## config.mk

```make
export PLATFORM = sky130hd
export DESIGN_NAME = cp0_tlb_seq
export DESIGN_NICKNAME = d
export VERILOG_FILES = /design/src/rtl/cp0_tlb_seq.sv
export SDC_FILE = /design/constraint.sdc
export NUM_CORES = 1
export LEC_CHECK = 0
export CORE_MARGIN = 2
export CORE_UTILIZATION = 32
export CTS_CLUSTER_DIAMETER = 60
export DETAILED_ROUTE_END_ITERATION = 12
export GPL_TIMING_DRIVEN = 0
export HOLD_SLACK_MARGIN = 0.12
export SYNTH_ARGS = -nofsm -noshare
export SYNTH_HDL_FRONTEND = slang
export SYNTH_SLANG_ARGS = --single-unit
```

## constraint.sdc

```tcl
create_clock -name clk -period 2.3 [get_ports clk]
set_input_delay 0.345 -clock clk [delete_from_list [all_inputs] [get_ports clk]]
set_output_delay 0.345 -clock clk [all_outputs]
set_load 0.01 [all_outputs]
```

## src/rtl/cp0_tlb_seq.sv

```systemverilog
// CP0-side TLB management sequencer: owns Index/Random/EntryLo0/EntryLo1/PageMask/
// Wired/EntryHi and drives TLBP/TLBR/TLBWI/TLBWR request/acknowledge transactions.

package cp0_tlb_pkg;
    typedef enum logic [2:0] {
        NO_REQ = 3'd0,
        TLBP   = 3'd1,
        TLBR   = 3'd2,
        TLBWI  = 3'd3,
        TLBWR  = 3'd4
    } tlb_req_t;

    typedef struct packed {
        logic [31:0] index;
        logic [31:0] entryhi;
        logic [31:0] entrylo0;
        logic [31:0] entrylo1;
        logic [31:0] pagemask;
    } tlb_t;
endpackage

module cp0_tlb_seq
    import cp0_tlb_pkg::*;
#(
    parameter int TLBEntries = 32
) (
    input  logic        clk,
    input  logic        rst,
    input  tlb_req_t    tlb_op,
    output logic        busy,
    output logic        op_done,
    input  logic        cp0_we,
    input  logic [4:0]  cp0_waddr,
    input  logic [31:0] cp0_wdata,
    input  logic [4:0]  cp0_raddr,
    output logic [31:0] cp0_rdata,
    input  logic        exc_tlb_valid,
    input  logic [31:0] exc_badvaddr,
    output tlb_req_t    tlb_req,
    output tlb_t        tlb_info,
    input  tlb_t        tlb_res,
    input  logic        tlb_ok
);
    localparam int            IW       = $clog2(TLBEntries);
    localparam logic [IW-1:0] RAND_TOP = IW'(TLBEntries - 1);
    localparam logic [31:0]   HI_MASK  = 32'hFFFF_E0FF;

    localparam logic [4:0] REG_INDEX    = 5'd0;
    localparam logic [4:0] REG_RANDOM   = 5'd1;
    localparam logic [4:0] REG_ENTRYLO0 = 5'd2;
    localparam logic [4:0] REG_ENTRYLO1 = 5'd3;
    localparam logic [4:0] REG_WIRED    = 5'd6;
    localparam logic [4:0] REG_ENTRYHI  = 5'd10;

    typedef enum logic [1:0] {
        ST_IDLE,
        ST_REQ,
        ST_DONE
    } state_t;

    state_t        state_q, state_d;
    tlb_req_t      op_q, op_d;
    tlb_req_t      tlb_req_q, tlb_req_d;
    tlb_t          tlb_info_q, tlb_info_d;

    logic          res_p_q, res_p_d;
    logic [IW-1:0] res_idx_q, res_idx_d;
    logic [31:0]   res_hi_q, res_hi_d;
    logic [25:0]   res_lo0_q, res_lo0_d;
    logic [25:0]   res_lo1_q, res_lo1_d;

    logic          p_q, p_d;
    logic [IW-1:0] idx_q, idx_d;
    logic [IW-1:0] random_q, random_d;
    logic [IW-1:0] wired_q, wired_d;
    logic [25:0]   lo0_q, lo0_d;
    logic [25:0]   lo1_q, lo1_d;
    logic [31:0]   hi_q, hi_d;

    logic [31:0]   index_rd;
    logic          mtc0_ok;
    logic          wb_tlbp;
    logic          wb_tlbr;

    logic unused_bits;
    assign unused_bits = ^{tlb_res.pagemask, tlb_res.index[30:IW], tlb_res.entrylo0[31:26],
                           tlb_res.entrylo1[31:26], exc_badvaddr[12:0]};

    assign index_rd = {p_q, {(31 - IW){1'b0}}, idx_q};
    assign tlb_req  = tlb_req_q;
    assign tlb_info = tlb_info_q;

    // NOTE: every signal assigned in an always_comb gets a default first, so no path
    // through the case/if tree can leave it unassigned and infer a latch.
    always_comb begin
        state_d    = state_q;
        op_d       = op_q;
        tlb_req_d  = tlb_req_q;
        tlb_info_d = tlb_info_q;
        res_p_d    = res_p_q;
        res_idx_d  = res_idx_q;
        res_hi_d   = res_hi_q;
        res_lo0_d  = res_lo0_q;
        res_lo1_d  = res_lo1_q;
        busy       = 1'b0;
        op_done    = 1'b0;

        case (state_q)
            ST_IDLE: begin
                if (tlb_op != NO_REQ) begin
                    busy                = 1'b1;
                    op_d                = tlb_op;
                    tlb_req_d           = tlb_op;
                    tlb_info_d.index    = (tlb_op == TLBWR) ? {{(32 - IW){1'b0}}, random_q}
                                                            : index_rd;
                    tlb_info_d.entryhi  = hi_q;
                    tlb_info_d.entrylo0 = {6'b0, lo0_q};
                    tlb_info_d.entrylo1 = {6'b0, lo1_q};
                    tlb_info_d.pagemask = '0;
                    state_d             = ST_REQ;
                end
            end
            ST_REQ: begin
                busy = 1'b1;
                if (tlb_ok) begin
                    res_p_d   = tlb_res.index[31];
                    res_idx_d = tlb_res.index[IW-1:0];
                    res_hi_d  = tlb_res.entryhi & HI_MASK;
                    res_lo0_d = tlb_res.entrylo0[25:0];
                    res_lo1_d = tlb_res.entrylo1[25:0];
                    tlb_req_d = NO_REQ;
                    state_d   = ST_DONE;
                end
            end
            ST_DONE: begin
                busy    = 1'b1;
                op_done = 1'b1;
                state_d = ST_IDLE;
            end
            default: state_d = ST_IDLE;
        endcase
    end

    // Register file updates; later assignments take priority (DONE > exception > MTC0).
    always_comb begin
        mtc0_ok = cp0_we && !busy;
        wb_tlbp = (state_q == ST_DONE) && (op_q == TLBP);
        wb_tlbr = (state_q == ST_DONE) && (op_q == TLBR);

        p_d      = p_q;
        idx_d    = idx_q;
        wired_d  = wired_q;
        lo0_d    = lo0_q;
        lo1_d    = lo1_q;
        hi_d     = hi_q;

        if (mtc0_ok && cp0_waddr == REG_WIRED) begin
            random_d = RAND_TOP;
        end else if (random_q == wired_q || wired_q >= RAND_TOP) begin
            random_d = RAND_TOP;
        end else begin
            random_d = random_q - IW'(1);
        end

        if (mtc0_ok) begin
            case (cp0_waddr)
                REG_INDEX:    idx_d   = cp0_wdata[IW-1:0];
                REG_ENTRYLO0: lo0_d   = cp0_wdata[25:0];
                REG_ENTRYLO1: lo1_d   = cp0_wdata[25:0];
                REG_WIRED:    wired_d = cp0_wdata[IW-1:0];
                REG_ENTRYHI:  hi_d    = cp0_wdata & HI_MASK;
                default: ;
            endcase
        end

        if (exc_tlb_valid) begin
            hi_d[31:13] = exc_badvaddr[31:13];
        end

        if (wb_tlbp) begin
            p_d   = res_p_q;
            idx_d = res_idx_q;
        end
        if (wb_tlbr) begin
            hi_d  = res_hi_q;
            lo0_d = res_lo0_q;
            lo1_d = res_lo1_q;
        end
    end

    always_comb begin
        case (cp0_raddr)
            REG_INDEX:    cp0_rdata = index_rd;
            REG_RANDOM:   cp0_rdata = {{(32 - IW){1'b0}}, random_q};
            REG_ENTRYLO0: cp0_rdata = {6'b0, lo0_q};
            REG_ENTRYLO1: cp0_rdata = {6'b0, lo1_q};
            REG_WIRED:    cp0_rdata = {{(32 - IW){1'b0}}, wired_q};
            REG_ENTRYHI:  cp0_rdata = hi_q;
            default:      cp0_rdata = '0;
        endcase
    end

    // NOTE: state is updated with non-blocking assignments so every flop samples
    // the pre-edge values, independent of statement order.
    always_ff @(posedge clk) begin
        if (rst) begin
            state_q    <= ST_IDLE;
            op_q       <= NO_REQ;
            tlb_req_q  <= NO_REQ;
            tlb_info_q <= '0;
            res_p_q    <= 1'b0;
            res_idx_q  <= '0;
            res_hi_q   <= '0;
            res_lo0_q  <= '0;
            res_lo1_q  <= '0;
            p_q        <= 1'b0;
            idx_q      <= '0;
            random_q   <= RAND_TOP;
            wired_q    <= '0;
            lo0_q      <= '0;
            lo1_q      <= '0;
            hi_q       <= '0;
        end else begin
            state_q    <= state_d;
            op_q       <= op_d;
            tlb_req_q  <= tlb_req_d;
            tlb_info_q <= tlb_info_d;
            res_p_q    <= res_p_d;
            res_idx_q  <= res_idx_d;
            res_hi_q   <= res_hi_d;
            res_lo0_q  <= res_lo0_d;
            res_lo1_q  <= res_lo1_d;
            p_q        <= p_d;
            idx_q      <= idx_d;
            random_q   <= random_d;
            wired_q    <= wired_d;
            lo0_q      <= lo0_d;
            lo1_q      <= lo1_d;
            hi_q       <= hi_d;
        end
    end

endmodule

```

* Yosys cells after proc, flatten, opt, wreduce, memory -nomap -nowiden
Cells that the tools add are included.
** Word-level totals
- Memory bits (read-only) :: 0
- Memories kept :: 0
- Bits in latches :: 0
- Output and inout bits :: 197
- Bits in writable memories :: 0
- Flip-flop bits (word level) :: 309
** Operators by class
- Shifts and indexed selects :: 0
- Equal/unequal tests :: 17
- Magnitude comparators :: 1
- Add/sub/neg operators :: 1
- $mul :: 0
- Reductions and logical operators :: 31
- Divide/modulo/power cells :: 0
- Bitwise logic cells :: 0
- Mux-type cells :: 24
** Operator list (number)
- $pmux W32 S6 :: 1
- $mux W26 :: 6
- $mux W32 :: 4
- $eq A5 B2 Y1 const B :: 4
- $mux W19 :: 1
- $reduce_and A2 Y1 :: 9
- $mux W5 :: 3
- $reduce_bool A2 Y1 :: 7
- $eq A5 B3 Y1 const B :: 2
- $eq A5 B4 Y1 const B :: 2
- $logic_not A5 Y1 :: 2
- $reduce_bool A3 Y1 :: 3
- $mux W3 :: 2
- $pmux W3 S2 :: 1
- $eq A5 B1 Y1 const B :: 1
- $eq A5 B5 Y1 :: 1
- $ge A5 B5 Y1 const B :: 1
- $sub A5 B1 Y5 const B :: 1
- $logic_and A1 B1 Y1 :: 4
- $mux W2 :: 2
- $ne A2 B2 Y1 const B :: 2
- $pmux W2 S2 :: 1
- $eq A3 B1 Y1 const B :: 1
- $eq A3 B2 Y1 const B :: 1
- 11 further kinds :: 12

* Depth between registers and ports, before layout
Gate-level depths: netlist (run 1).
- Depth after elaboration :: 8
- Mapped depth :: 9
- Depth with buffers taken out :: 6

* Worst setup path after synthesis (run 1)
Ideal clock, no wire load.
- Path kind :: register -> register
- Start :: register state_q[0]
- End :: register lo0_q[23]
- Clock period less this slack :: 2.052 ns
- Data required time :: 2.197 ns
- Path buffers :: 3
- Cell stages (with the launch flop) :: 10
- Setup slack :: 0.248 ns
- Library setup time :: 0.103 ns
- Arrival time :: 1.948 ns
- Cell sequence :: dfxtp_1 > inv_1 > ha_1 > o21bai_1 > o211a_1 > buf_6 > and2_4 > buf_6 > buf_6 > a2111oi_2
** Between the ends
- Longest elaborated chain between the ends :: 7
- Elaborated cells between the ends (all ways) :: 12
** RTL lines
- from (decl) :: line 61 : state_t state_q, state_d;
- from (signal assigned) :: line 224 : state_q <= state_d;
- $eq A2 B2 Y1 / $eq A2 B1 Y1 (equally long branches) :: line 108, 148
- $reduce_or A2 Y1 (no line)
- $pmux W1 S2 :: line 108 : case (state_q)
- $logic_not A1 Y1 :: line 146 : mtc0_ok = cp0_we && !busy;
- $logic_and A1 B1 Y1 :: line 146
- $reduce_bool A2 Y1 (no line)
- $reduce_and A2 Y1 (no line)
- to (signal assigned) :: line 237 : lo0_q <= lo0_d;
- to (decl) :: line 76 : logic [25:0] lo0_q, lo0_d;
Several ways; a longest one is shown, not always the timed one.
A chain may end at the register's enable or synchronous reset.

* Worst setup path in the final report (run 1)
- Start :: input port cp0_raddr[4]
- End :: output port cp0_rdata[13]
** Between the ends
- Longest elaborated chain between the ends :: 2
- Elaborated cells between the ends (all ways) :: 7
** RTL lines
- from (decl) :: line 35 : input logic [4:0] cp0_raddr,
- $eq A5 B4 Y1 (tied with other cells) :: line 192 : case (cp0_raddr)
- $pmux W32 S6 (*) :: line 192
- to (decl) :: line 36 : output logic [31:0] cp0_rdata,
Every way passes the cells marked *; elsewhere a longest branch is shown, timed or not.

==> metrics.csv, run 1 <==
stage;metric;value;unit
status;outcome;finished, violations left;
status;violations;setup timing;
sta;finalClockSkew;0.0251;ns
placed_design;place.gp.congestion;0.890;
power_and_ir_drop;switchingPower;3.34;mW
die;num_rows;72;
yosys;synth_top_family_by_area;compound AO/OA/AOI/OAI gates;
power_and_ir_drop;netSwitchingFraction;28.5;%
sta;worst_slack;-0.0599;ns
power_and_ir_drop;comb_power_share;16.9;%
critical_path;critPathLaunch;cp0_raddr[4];
cells_and_area;fin_util;45.5;%
die;die_area;40800;sq um
sta;setup_tns;-0.152;ns
die;die_w;202;um
routing;drt_iter0_drc;998;
power_and_ir_drop;vdd_drop_max;0.564;mV
sta;slew_violations;0;
critical_path;ff2ff_path_depth;10;
yosys;ys_async_sr_fraction;0;%
grt;grt_pass1_vias;11900;
sta;min_period;2.36;ns
grt;grt_pass1_wl;74800;um
clock_tree;cts_buffers;31;
clock_tree;htreeDepth;1;
placed_design;placed_area;16200;sq um
placed_design;dp_hpwl;39100;um
grt;grt_max_degree;16;
routing;vias;12200;
power_and_ir_drop;p_int;8.37;mW
yosys;synth_edf_count;0;
min_path;hold_class;primary input to register;
die;core;38600;sq um
critical_path;crit_path_end;cp0_rdata[13];
yosys;synth_flop_cell;dfxtp_1;
job;drv_cap;0;
yosys;synth_seq_area_share;43.5;%
critical_path;end_kind;output pin;
power_and_ir_drop;p_leak;6.79;nW
clock_tree;cts_tree;yes;
die;initial_core_util;32.5;%
cells_and_area;stdcell_area;17600;sq um
clock_tree;path_clk_slew;0.06;ns
sta;max_freq;424;MHz
cells_and_area;final_nets;2133;
critical_path;cp_max_fo;5;
grt;grtUsageTotal;24.2;%
routing;drc;0;
power_and_ir_drop;pwr-share-clk;39.5;%
cells_and_area;num-fill-cells;3822;
critical_path;r2r_start;state_q[0];
yosys;yosys-top-cells-area;dfxtp_1 (44%), nand2_1 (11%), a21oi_1 (7.1%);
yosys;ys_seq_elements;273;
cells_and_area;fin_cells;2424;
yosys;synthXorXnorAreaFrac;0.558;%
sta;hold_viol;0;
critical_path;start_kind;primary input;
yosys;synth_simple_gate_area_share;18.1;%
yosys;yosysUniqueCellTypes;55;
min_path;holdCritStartpoint;tlb_res[125];
yosys;synth_cells;1486;
routing;wl;51300;um
die;io_pins;439;
cells_and_area;syn_to_final_growth;40.0;%
routing;ant_nets;0;
yosys;avgSynthCellArea;8.45;sq um
critical_path;crit-reg2reg-capture;lo1_q[11];
yosys;synthMuxAreaShare;3.51;%
yosys;synth.cell_area;12600;sq um
sta;relSlewSlack;27.0;%
clock_tree;clk_latency;0.58;ns
sta;setup_violations;8;
grt;overflow;0;
clock_tree;clock-sinks;273;
yosys;synth_commonest_cells;nand2_1 (352), dfxtp_1 (273), a21oi_1 (177), nor2_1 (119), clkbuf_1 (89);
critical_path;cp.arrival;2.01;ns
clock_tree;cts-root-buf;clkbuf_16;
grt;antenna_found_initial;3;
power_and_ir_drop;power_frac_seq;43.6;%
yosys;synth_top_area_share;43.5;%
routing;vias_per_cell;5.04;
critical_path;path_class;primary input to output pin;
clock_tree;clk_path_buf_depth;3;
die;die_h;202;um
yosys;synth_compound_area_share;23.7;%
placed_design;portBuffers;272;
yosys;yosys.area_share.adder;0.598;%
critical_path;crit_required;1.96;ns
routing;first_pass_iters;7;
sta;worst_pin_slew;1.10;ns
routing;wl_per_cell;21.2;um
power_and_ir_drop;p_per_area;666;nW/um^2
yosys;yosysTopAreaCell;dfxtp_1;
sta;fin_crit_sh;103;%
sta;grt_setup_unrepaired;true;
placed_design;placed_cells;2350;
yosys;synth_warnings;0;
yosys;synth_most_common_cell;nand2_1;
cells_and_area;drive_gt1_share;17.1;%
critical_path;r2r_slack;0.06;ns
stage by stage:
stage / hold WS (ns) / total power [mW] / worst slack [ns]
6_report: 0.318 / 11.7 / -0.0599
5_1_grt: 0.320 / 12.1 / -0.0862
4_1_cts: 0.300 / 11.7 / -0.0493
3_5_place_dp: 0.446 / 7.09 / -1.72
3_3_place_gp: 0.443 / 7.07 / -1.67
2_1_floorplan: 0.429 / 6.18 / 0.248
what timing repair did:
item	CTS	global route
endpoints found under the hold margin	2	0
buffers inserted	17	1
endpoints found under the setup margin	190	151
hold buffers	2	0
pin swaps	18	18
resized for setup	199	68
cloned	2	1
power groups by stage:
| stage | registers (mW) | logic [mW] | clock network [mW] |
|---|---|---|---|
| after global routing | 5.12 | 2.12 | 4.85 |
| after global placement | 5.19 | 1.87 | 0 |
| after floorplan | 5.17 | 1.01 | 0 |
| after CTS | 5.10 | 1.94 | 4.66 |
| final | 5.10 | 1.98 | 4.62 |
| after detailed placement | 5.20 | 1.89 | 0 |
worst min path at each step:
stage | endpoint | slack, ns | cells past startpoint
after floorplan | random_q[0] | 0.43 | 1
after global placement | res_hi_q[20] | 0.44 | 2
after detailed placement | tlb_info[38] | 0.45 | 2
after CTS | res_hi_q[29] | 0.30 | 3
after global routing | res_hi_q[29] | 0.32 | 3
final | res_hi_q[29] | 0.32 | 3
worst max-delay path, cell delays in order:
cell and delay [ns]:
buf_8 0.10, or3b_4 0.42, buf_6 0.14, nor3b_4 0.21
buf_6 0.16, buf_12 0.11, buf_8 0.13, a222oi_1 0.10
inv_1 0.14, buf_2 0.15
state kept, by name (all words and copies together) (netlist names), 26 cells and up:
signal	flops
res_hi_q	27
lo1_q	26
res_lo0_q	26
res_lo1_q	26
lo0_q	26
hi_q	27
tlb_info	85
cell usage in the layout, fill, tap and decap left out, types with 7 or more instances in the layout:
cell type        synthesis  routed
nand2_1                352     352
dfxtp_1                273     271
clkdlybuf4s50_1          0     234
a21oi_1                177     177
nor2_1                 119     117
buf_4                   79      85
conb_1                   1      75
clkbuf_1                89      68
a211oi_1                66      66
a2111oi_2               52      48
mux2i_1                 44      44
buf_2                   15      38
clkbuf_16                0      33
clkbuf_2                 0      25
buf_6                   12      22
inv_1                   23      21
nand2b_1                20      20
a211o_1                 19      19
a222oi_1                16      16
nand3_1                 15      12
a22oi_1                 17      11
and2_1                   9       9
nor3_1                   8       8
buf_8                    0       8
a2111oi_4                3       7
clkbuf_8                 0       7
clkbuf_4                 0       7
per-layer routing:
metal	GRT usage (%)	part of all wire, %	wire, um
met1	32.0	42	21700
met4	8.67	3.8	1960
met2	39.5	46	23600
met3	4.58	8.0	4130
met5	0	0.027	14
logic make-up (layout without fill, tap and decap cells):
group	after synthesis	after routing
adder cells (fa/ha/maj)	6	6
flip-flops	273	273
AND/OR/NAND/NOR	544	544
multiplexers	44	44
AO/OA/AOI/OAI	384	384
buffers and inverters	226	570
XOR/XNOR	8	8
other	1	77
area by class of cell:
| type | instances | area [sq um] | area share [%] |
|---|---|---|---|
| Buffer | 201 | 1320 | 7.48 |
| Clock inverter | 5 | 31.3 | 0.178 |
| Antenna cell | 2 | 5.00 | 0.0285 |
| Sequential cell | 273 | 5470 | 31.1 |
| Timing Repair Buffer | 294 | 2850 | 16.2 |
| Inverter | 23 | 86.3 | 0.491 |
| Clock buffer | 47 | 886 | 5.04 |
| Multi-Input combinational cell | 1061 | 6280 | 35.8 |
| Tap cell | 518 | 648 | 3.69 |
Power figures use the tool's default switching activity.
==> run 2: changes to the inputs <==
--- a/config.mk
+++ b/config.mk
@@ -5,6 +5,7 @@
 export SDC_FILE = /design/constraint.sdc
 export NUM_CORES = 1
 export LEC_CHECK = 0
+export CORE_ASPECT_RATIO = 1.4
 export CORE_MARGIN = 2
 export CORE_UTILIZATION = 32
 export CTS_CLUSTER_DIAMETER = 60
==> metrics.csv, run 2 (synthesized netlist as in run 1, its figures left out) <==
stage;metric;value;unit;change
clock_tree;clock-sinks;273;;unchanged
clock_tree;clk_path_buf_depth;3;;unchanged
die;num_rows;85;;was 72
critical_path;r2r_slack;0.12;ns;was 0.06 ns
power_and_ir_drop;p_leak;6.67;nW;was 6.79 nW
cells_and_area;stdcell_area;17400;sq um;was 17600 sq um
cells_and_area;final_nets;2129;;was 2133
power_and_ir_drop;p_per_area;663;nW/um^2;was 666 nW/um^2
routing;vias_per_cell;5.02;;was 5.04
power_and_ir_drop;vdd_drop_max;0.478;mV;was 0.564 mV
sta;hold_viol;0;;unchanged
critical_path;max_stage_delay;0.45;ns;was 0.42 ns
sta;worst_slack;0.0106;ns;was -0.0599 ns
critical_path;crit_family;buffers and inverters;;unchanged
sta;setup_violations;0;;was 8
routing;drc;0;;unchanged
cells_and_area;largest_reg_flops;85;;unchanged
grt;grt_pass1_vias;11900;;about the same
sta;worst_pin_slew;0.967;ns;was 1.10 ns
critical_path;crit_required;1.96;ns;about the same
grt;antenna_found_initial;8;;was 3
placed_design;post-place-ws;-1.63;ns;was -1.72 ns
clock_tree;clk_latency;0.57;ns;was 0.58 ns
routing;vias;12200;;about the same
die;initial_core_util;32.5;%;about the same
cells_and_area;drive_gt1_share;16.6;%;was 17.1%
status;outcome;finished, final reports clean;;was finished, violations left
grt;grt_pass1_wl;73100;um;was 74800 um
grt;overflow;0;;unchanged
routing;ant_nets;0;;unchanged
routing;first_pass_iters;7;;unchanged
critical_path;end_kind;output pin;;unchanged
critical_path;crit_buf_inv;6;;was 7
die;die_area;40800;sq um;about the same
die;core;38600;sq um;about the same
placed_design;dp_hpwl;39600;um;was 39100 um
critical_path;cp_max_fo;5;;unchanged
cells_and_area;final_cell_mix;nand2_1 (352), dfxtp_1 (271), clkdlybuf4s50_1 (234);;unchanged
placed_design;place.gp.congestion;0.904;;was 0.890
clock_tree;cts_tree;yes;;unchanged
sta;max_freq;437;MHz;was 424 MHz
power_and_ir_drop;total_power;11.5;mW;was 11.7 mW
cells_and_area;final_common_cell;nand2_1;;unchanged
grt;grt_max_degree;14;;was 16
grt;grtUsageTotal;23.9;%;was 24.2%
critical_path;path_cells;buf_2 -> or3b_4 -> nor3_4 -> clkbuf_8 -> buf_4 -> buf_4 -> a222oi_1 -> inv_1 -> buf_2;;was buf_8 -> or3b_4 -> buf_6 -> nor3b_4 -> buf_6 -> buf_12 -> buf_8 -> a222oi_1 -> inv_1 -> buf_2
clock_tree;cts-root-buf;clkbuf_16;;unchanged
die;die_w;171;um;was 202 um
critical_path;cp.arrival;1.94;ns;was 2.01 ns
clock_tree;htreeDepth;1;;unchanged
die;die_h;238;um;was 202 um
job;drv_cap;0;;unchanged
cells_and_area;syn_to_final_growth;38.5;%;was 40.0%
routing;wl_per_cell;20.5;um;was 21.2 um
critical_path;start_kind;primary input;;unchanged
routing;drt_iter0_drc;1123;;was 998
sta;relSlewSlack;35.5;%;was 27.0%
sta;fin_crit_sh;99.5;%;was 103%
critical_path;cp_slowest_cell;a222oi_1;;was or3b_4
cells_and_area;fin_cells;2426;;was 2424
min_path;hold_class;primary input to register;;unchanged
sta;whs;0.330;ns;was 0.318 ns
placed_design;placed_area;16200;sq um;about the same
critical_path;path_class;primary input to output pin;;unchanged
clock_tree;path_clk_slew;0.07;ns;was 0.06 ns
placed_design;placed_cells;2354;;was 2350
placed_design;portBuffers;272;;unchanged
clock_tree;cts_buffers;28;;was 31
sta;slew_violations;0;;unchanged
sta;finalClockSkew;0.0124;ns;was 0.0251 ns
sta;min_period;2.29;ns;was 2.36 ns
routing;wl;49800;um;was 51300 um
die;io_pins;439;;unchanged
[run 2: metrics by stage]
stage | TNS (ns) | utilization [%]
CTS | -0.00319 | 44.8
finish | 0 | 45.0
detailed placement | -138.26 | 42.0
global route | -0.00380 | 45.0
floorplan | 0 | -
global placement | -139.16 | 42.0
[run 2: routing by layer]
metal  wire length [um]  GRT usage [%]  up-vias
met5                 11              0        -
met4               2320           11.8        2
met3               3500           3.53      106
met2              24600           41.7      524
met1              19300           28.2     5724
li1                   -              -     5814
[run 2: path summary, 6_finish.rpt]
path	cells past startpoint	startpoint	end
worst max-delay path	9	cp0_raddr[1]	cp0_rdata[19]
worst min-delay path	3	tlb_res[159]	res_p_q
worst max register to register	7	state_q[0]	tlb_info[54]
worst min register to register	2	tlb_info[80]	tlb_info[80]
[run 2: area by class of cell]
cell class	count	area, sq um
diodes	7	17.5
inverters	23	86.3
flip-flops and latches	273	5470
well taps	522	653
multi-input cells	1061	6250
repair buffers	296	2810
plain buffers	198	1210
fillers	3900	21200
clock inverters	11	88.8
clock buffers	35	798
[run 2: what timing repair did]
action,4_1_cts,5_1_grt
setup endpoints to repair,208,108
hold endpoints to repair,2,0
buffers inserted,22,2
gates resized for setup,182,30
pin swaps,18,9
hold buffers,2,0
[run 2: report_power, final]
| part | switching, mW | total (mW) | internal [mW] |
|---|---|---|---|
| clock | 1.96 | 4.51 | 2.54 |
| sequential | 0.163 | 5.11 | 4.94 |
| combinational | 1.13 | 1.92 | 0.781 |
| total | 3.26 | 11.5 | 8.27 |
[run 2: tightest hold or removal path: cells and delay by family]
family	cells	cell delay, ns
simple gates	1	0.06
compound gates	1	0.05
buf+inv	1	0.40
